File: config.mk
export PLATFORM = sky130hd
export DESIGN_NAME = agu_arbiter
export DESIGN_NICKNAME = d
export VERILOG_FILES = /design/src/rtl/agu_arbiter.sv
export SDC_FILE = /design/constraint.sdc
export NUM_CORES = 1
export LEC_CHECK = 0
export CAP_MARGIN = 5
export CORE_AREA = 8 8 130 132
export CTS_BUF_LIST = sky130_fd_sc_hd__clkbuf_16
export CTS_CLUSTER_DIAMETER = 120
export CTS_CLUSTER_SIZE = 10
export DETAILED_ROUTE_END_ITERATION = 10
export DIE_AREA = 0 0 138 140
export DONT_BUFFER_PORTS = 1
export GPL_TIMING_DRIVEN = 0
export HOLD_SLACK_MARGIN = 0.02
export PLACE_DENSITY_LB_ADDON = 0.15
export SYNTH_ARGS = -nofsm -noshare
export SYNTH_HDL_FRONTEND = slang
export SYNTH_SLANG_ARGS = --single-unit
File: constraint.sdc
create_clock -name clk -period 4.5 [get_ports clk]
set_clock_uncertainty 0.2 [all_clocks]
set_input_delay 0.9 -clock clk [delete_from_list [all_inputs] [get_ports clk]]
set_output_delay 0.9 -clock clk [all_outputs]
set_load 0.01 [all_outputs]
File: src/rtl/agu_arbiter.sv
// Load/store arbiter in front of a single shared AGU: picks one requester per
// cycle, tracks one in-flight op per requester and routes AGU results back by tag.
// Build option: define AGU_ARB_FIXED_PRIO_EN for fixed load-over-store priority
// instead of round-robin.

package uarch_pkg;
  localparam int XLEN      = 32;
  localparam int TAG_WIDTH = 5;
endpackage

package riscv_isa_pkg;
  import uarch_pkg::*;

  typedef struct packed {
    logic [XLEN-1:0]      pc;
    logic [XLEN-1:0]      imm;
    logic [4:0]           rs1;
    logic [TAG_WIDTH-1:0] dest_tag;
  } instruction_t;

  typedef struct packed {
    logic                 is_valid;
    logic [TAG_WIDTH-1:0] dest_tag;
    logic [XLEN-1:0]      result;
  } writeback_packet_t;
endpackage

module agu_arbiter
  import uarch_pkg::*;
  import riscv_isa_pkg::*;
(
  input  logic              clk,
  input  logic              rst,
  input  logic              flush,
  input  logic              cache_stall,
  input  logic              ld_agu_read_rdy,
  input  instruction_t      ld_agu_pkt,
  input  logic              st_agu_read_rdy,
  input  instruction_t      st_agu_pkt,
  output logic              agu_issue_valid,
  output instruction_t      agu_issue_pkt,
  output logic              agu_issue_src,
  input  logic              agu_issue_rdy,
  input  writeback_packet_t agu_result,
  output writeback_packet_t ld_agu_port,
  output writeback_packet_t st_agu_port,
  output logic              ld_grant,
  output logic              st_grant,
  output logic              stale_drop
);

  typedef enum logic {
    SRC_LD = 1'b0,
    SRC_ST = 1'b1
  } src_e;

  logic                 busy_ld_q, busy_ld_d;
  logic                 busy_st_q, busy_st_d;
  logic [TAG_WIDTH-1:0] tag_ld_q, tag_ld_d;
  logic [TAG_WIDTH-1:0] tag_st_q, tag_st_d;
  logic                 lock_q, lock_d;
  src_e                 lock_src_q, lock_src_d;
  logic                 ld_grant_q, ld_grant_d;
  logic                 st_grant_q, st_grant_d;
`ifndef AGU_ARB_FIXED_PRIO_EN
  src_e                 rr_ptr_q, rr_ptr_d;
`endif

  logic elig_ld, elig_st, lock_elig, active;
  logic issue_valid, accept, match_ld, match_st;
  src_e pref, sel;

  // Eligibility looks at the registered busy bit, so a result clearing busy
  // this cycle does not let the same requester reissue until the next cycle.
  assign active    = !rst && !flush;
  assign elig_ld   = ld_agu_read_rdy && !busy_ld_q;
  assign elig_st   = st_agu_read_rdy && !busy_st_q;
  assign lock_elig = (lock_src_q == SRC_LD) ? elig_ld : elig_st;

`ifdef AGU_ARB_FIXED_PRIO_EN
  assign pref = SRC_LD;
`else
  assign pref = rr_ptr_q;
`endif

  // NOTE: every variable assigned in an always_comb gets a default first so no latch is inferred.
  always_comb begin
    sel = pref;
    if (lock_q && lock_elig) begin
      sel = lock_src_q;
    end else if (elig_ld && !elig_st) begin
      sel = SRC_LD;
    end else if (elig_st && !elig_ld) begin
      sel = SRC_ST;
    end
  end

  assign issue_valid = (elig_ld || elig_st) && !cache_stall && active;
  assign accept      = issue_valid && agu_issue_rdy;

  // Load wins when a result tag matches both in-flight ops.
  assign match_ld = active && agu_result.is_valid && busy_ld_q &&
                    (agu_result.dest_tag == tag_ld_q);
  assign match_st = active && agu_result.is_valid && busy_st_q &&
                    (agu_result.dest_tag == tag_st_q) && !match_ld;

  assign agu_issue_valid = issue_valid;
  assign agu_issue_src   = issue_valid && (sel == SRC_ST);
  assign agu_issue_pkt   = !issue_valid      ? '0 :
                           (sel == SRC_ST)   ? st_agu_pkt : ld_agu_pkt;
  assign ld_agu_port     = match_ld ? agu_result : '0;
  assign st_agu_port     = match_st ? agu_result : '0;
  assign stale_drop      = !rst && agu_result.is_valid && !match_ld && !match_st;
  assign ld_grant        = ld_grant_q && !rst;
  assign st_grant        = st_grant_q && !rst;

  always_comb begin
    busy_ld_d  = busy_ld_q;
    busy_st_d  = busy_st_q;
    tag_ld_d   = tag_ld_q;
    tag_st_d   = tag_st_q;
    lock_d     = lock_q;
    lock_src_d = lock_src_q;
    ld_grant_d = 1'b0;
    st_grant_d = 1'b0;
`ifndef AGU_ARB_FIXED_PRIO_EN
    rr_ptr_d   = rr_ptr_q;
`endif
    if (flush) begin
      busy_ld_d  = 1'b0;
      busy_st_d  = 1'b0;
      tag_ld_d   = '0;
      tag_st_d   = '0;
      lock_d     = 1'b0;
      lock_src_d = SRC_LD;
`ifndef AGU_ARB_FIXED_PRIO_EN
      rr_ptr_d   = SRC_LD;
`endif
    end else begin
      if (match_ld) busy_ld_d = 1'b0;
      if (match_st) busy_st_d = 1'b0;
      if (accept) begin
        if (sel == SRC_LD) begin
          busy_ld_d  = 1'b1;
          tag_ld_d   = ld_agu_pkt.dest_tag;
          ld_grant_d = 1'b1;
        end else begin
          busy_st_d  = 1'b1;
          tag_st_d   = st_agu_pkt.dest_tag;
          st_grant_d = 1'b1;
        end
`ifndef AGU_ARB_FIXED_PRIO_EN
        rr_ptr_d = (sel == SRC_LD) ? SRC_ST : SRC_LD;
`endif
      end
      // An unaccepted offer pins the source; losing eligibility releases it.
      if (issue_valid) begin
        lock_d     = !agu_issue_rdy;
        lock_src_d = sel;
      end else if (lock_q && !lock_elig) begin
        lock_d = 1'b0;
      end
    end
  end

  // NOTE: sequential state uses non-blocking assignments so all registers update together at the edge.
  always_ff @(posedge clk) begin
    if (rst) begin
      busy_ld_q  <= 1'b0;
      busy_st_q  <= 1'b0;
      tag_ld_q   <= '0;
      tag_st_q   <= '0;
      lock_q     <= 1'b0;
      lock_src_q <= SRC_LD;
      ld_grant_q <= 1'b0;
      st_grant_q <= 1'b0;
`ifndef AGU_ARB_FIXED_PRIO_EN
      rr_ptr_q   <= SRC_LD;
`endif
    end else begin
      busy_ld_q  <= busy_ld_d;
      busy_st_q  <= busy_st_d;
      tag_ld_q   <= tag_ld_d;
      tag_st_q   <= tag_st_d;
      lock_q     <= lock_d;
      lock_src_q <= lock_src_d;
      ld_grant_q <= ld_grant_d;
      st_grant_q <= st_grant_d;
`ifndef AGU_ARB_FIXED_PRIO_EN
      rr_ptr_q   <= rr_ptr_d;
`endif
    end
  end

endmodule
==> out/qor.yml <==
grt:
  grt_max_degree: 11
  grt_overflow: 0
  track_usage_pct: 13.36
  antenna_found_initial: 0
  grt_pass1_vias: 3208
  grt_pass1_wl_um: 20490
floorplanning:
  die-area_um2: 19320
  start_util_pct: 16.10
  fp.dieW_um: 138
  die_h_um: 140
  coreArea_um2: 14860
  ios: 348
  num_rows: 45
critical_path:
  rr_worst_depth: 6
  critPathKind: "in -> out"
  r2r_slack_ns: 2.41
  cp_max_fo: 10
  startpoint: "st_agu_read_rdy"
  critPathRequiredTime_ns: 3.40
  endpoint_kind: "output pin"
  crit_arrival_ns: 2.69
  r2r_end: "busy_st_q"
  timing.rr.start: "tag_st_q[2]"
  start_kind: "primary input"
  endpoint: "agu_issue_pkt[54]"
power_and_ir_drop:
  pwr-share-clk_pct: 38.4
  seq_power_share_pct: 33.8
  power_density_nw_per_um2: 167.2
  ir_drop_mv: 0.08804
  p_comb_share_pct: 27.7
  switching_share_pct: 31.59
  power.switching_uw: 143.0
  power_leakage_nw: 1.071
  intPower_uw: 309.7
run:
  cap_violations: 0
synthesis:
  syn_area_um2: 2394
  synth_cell_types: 31
  avgSynthCellArea_um2: 5.553
  synth.top_cell.area_share_pct: 24.93
  synth_top_area_cell: "nand2_1"
  syn-num-nets: 624
  synth_seq_cells: 17
  ys_seq_area_share_pct: 14.22
  syn_inst: 431
  netlist_top_cells_area: "nand2_1, and2_1, a21oi_1, dfxtp_1, buf_4"
  synth_warnings: 0
route:
  vias: 2926
  wl_um: 14210
  drtIter0Drc: 104
  drcViolationCount: 0
  dr.pass1.iters: 4
  vias_per_cell: 4.697
  ant_nets: 0
  detail_route.wl_per_cell_um: 22.80
timing:
  grt_setup_unrepaired: "false"
  period_minus_slack_ns: 3.788
  layout_setup_ws_ns: 0.7118
  fin_tns_setup_ns: 0
  setup_viol: 0
  fmax_mhz: 264.0
  fin_crit_sh_pct: 84.18
  relSlewSlack_pct: 48.61
  tightest_slew_ns: 0.7601
  finalHoldViolCount: 0
  holdWs_ns: 0.2669
  slew_violations: 0
final_layout:
  synthToLayoutAreaGrowth_pct: 13.12
  final.fill_count: 1716
  fin_area_um2: 2708
  diodes: 0
  nNetsFinal: 629
  drive_above_1_share_pct: 6.667
  layout.cells.non_filler: 623
min_path:
  holdPathStages: 2
  min-delay-path-class: "reg -> reg"
clocking:
  cts_resized: 0
  cts_setup_buffers: 0
  clock_tree.root_cell: "clkbuf_16"
  clk_pin_slew_ns: 0.05
  htreeDepth: 1
  cts_buffer_depth: 2
  cts_inserted_buffers: 3
  postCtsHoldBufs: 0
  clk-insertion-delay-late_ns: 0.24
  tritoncts: "yes"
  clock_sinks: 17
place:
  gp_congestion: 0.7876
  dp_cells: 619
  hpwl_um: 12740
  buffer_ports.inserted: 0
  post_dp_cell_area_um2: 2629
  pre_cts_slack_ns: 0.5846
run_status:
  status: "completed"
cell usage after synthesis (all sizes together):
master / count
o21ai: 13
a211oi: 1
nand2: 159
nor4: 2
xor2: 4
and2: 75
o211ai: 1
a21oi: 79
nor2: 8
clkbuf: 21
nor4b: 1
dfxtp: 17
buf: 15
nand3: 12
nor3: 2
o21a: 1
o22ai: 1
or2: 2
or3b: 1
nand2b: 2
inv: 1
xnor2: 6
a31oi: 1
nor2b: 6
layout by cell type (no fill, tap or decap), types with 5 or more instances in the layout:
cell type	synthesis	final
a21oi_1	79	79
and2_1	74	74
buf_2	5	5
buf_4	10	10
clkbuf_1	18	18
dfxtp_1	17	17
nand2_1	159	159
nand3_1	12	12
nor2_1	6	6
o21ai_0	12	12
xnor2_1	6	6
power by group through the flow:
stage	Combinational, mW	Clock (mW)	Sequential [mW]
6_report	0.125	0.174	0.153
5_1_grt	0.141	0.187	0.153
3_3_place_gp	0.127	0	0.156
3_5_place_dp	0.128	0	0.156
2_1_floorplan	0.0990	0	0.156
4_1_cts	0.129	0.180	0.153
how the worst min path moves through the flow:
stage | start | to | slack [ns]
after floorplan | tag_ld_q[4] | tag_ld_q[4] | 0.25
after global placement | tag_ld_q[4] | tag_ld_q[4] | 0.27
after detailed placement | tag_ld_q[4] | tag_ld_q[4] | 0.27
after CTS | tag_ld_q[4] | tag_ld_q[4] | 0.27
after global routing | tag_ld_q[4] | tag_ld_q[4] | 0.28
final | tag_ld_q[4] | tag_ld_q[4] | 0.27
kinds of logic after synthesis:
family	synth area share (%)
AND/OR/NAND/NOR	53.63
buffers and inverters	7.788
flip-flops	14.22
XOR/XNOR	3.659
AO/OA/AOI/OAI	20.70
stage by stage:
step,power [mW],utilization (%)
6_report,0.4528,18.22
5_1_grt,0.4816,18.22
4_1_cts,0.4621,18.22
3_5_place_dp,0.2849,17.69
3_3_place_gp,0.2830,17.69
2_1_floorplan,0.2550,-
final cells by class:
class | count | area [um^2] | area share, %
multi-input cells | 377 | 1867 | 68.95
clock buffers | 3 | 75.07 | 2.773
plain buffers | 36 | 182.7 | 6.747
flip-flops and latches | 17 | 340.3 | 12.57
well taps | 188 | 235.2 | 8.688
inverters | 1 | 3.754 | 0.1386
clock inverters | 1 | 3.754 | 0.1386
worst max-delay path: stages:
cell	delay, ns
nor2b_2	0.16
o21ai_1	0.50
clkbuf_1	0.52
clkbuf_1	0.43
a21oi_1	0.18
state kept, by name, indices dropped and copies added, names as in the netlist:
name and flops:
busy_ld_q 1, busy_st_q 1, ld_grant_q 1, lock_q 1, lock_src_q 1, pref 1
st_grant_q 1, tag_ld_q 5, tag_st_q 5
per-layer routing:
layer / track usage, % / wire (um) / up-vias
met4: 1.716 / 49 / 0
li1: - / - / 1389
met1: 11.88 / 4642 / 1310
met2: 28.14 / 8131 / 225
met5: 0 / 0 / -
met3: 4.801 / 1383 / 2
Power figures use the tool's default switching activity.
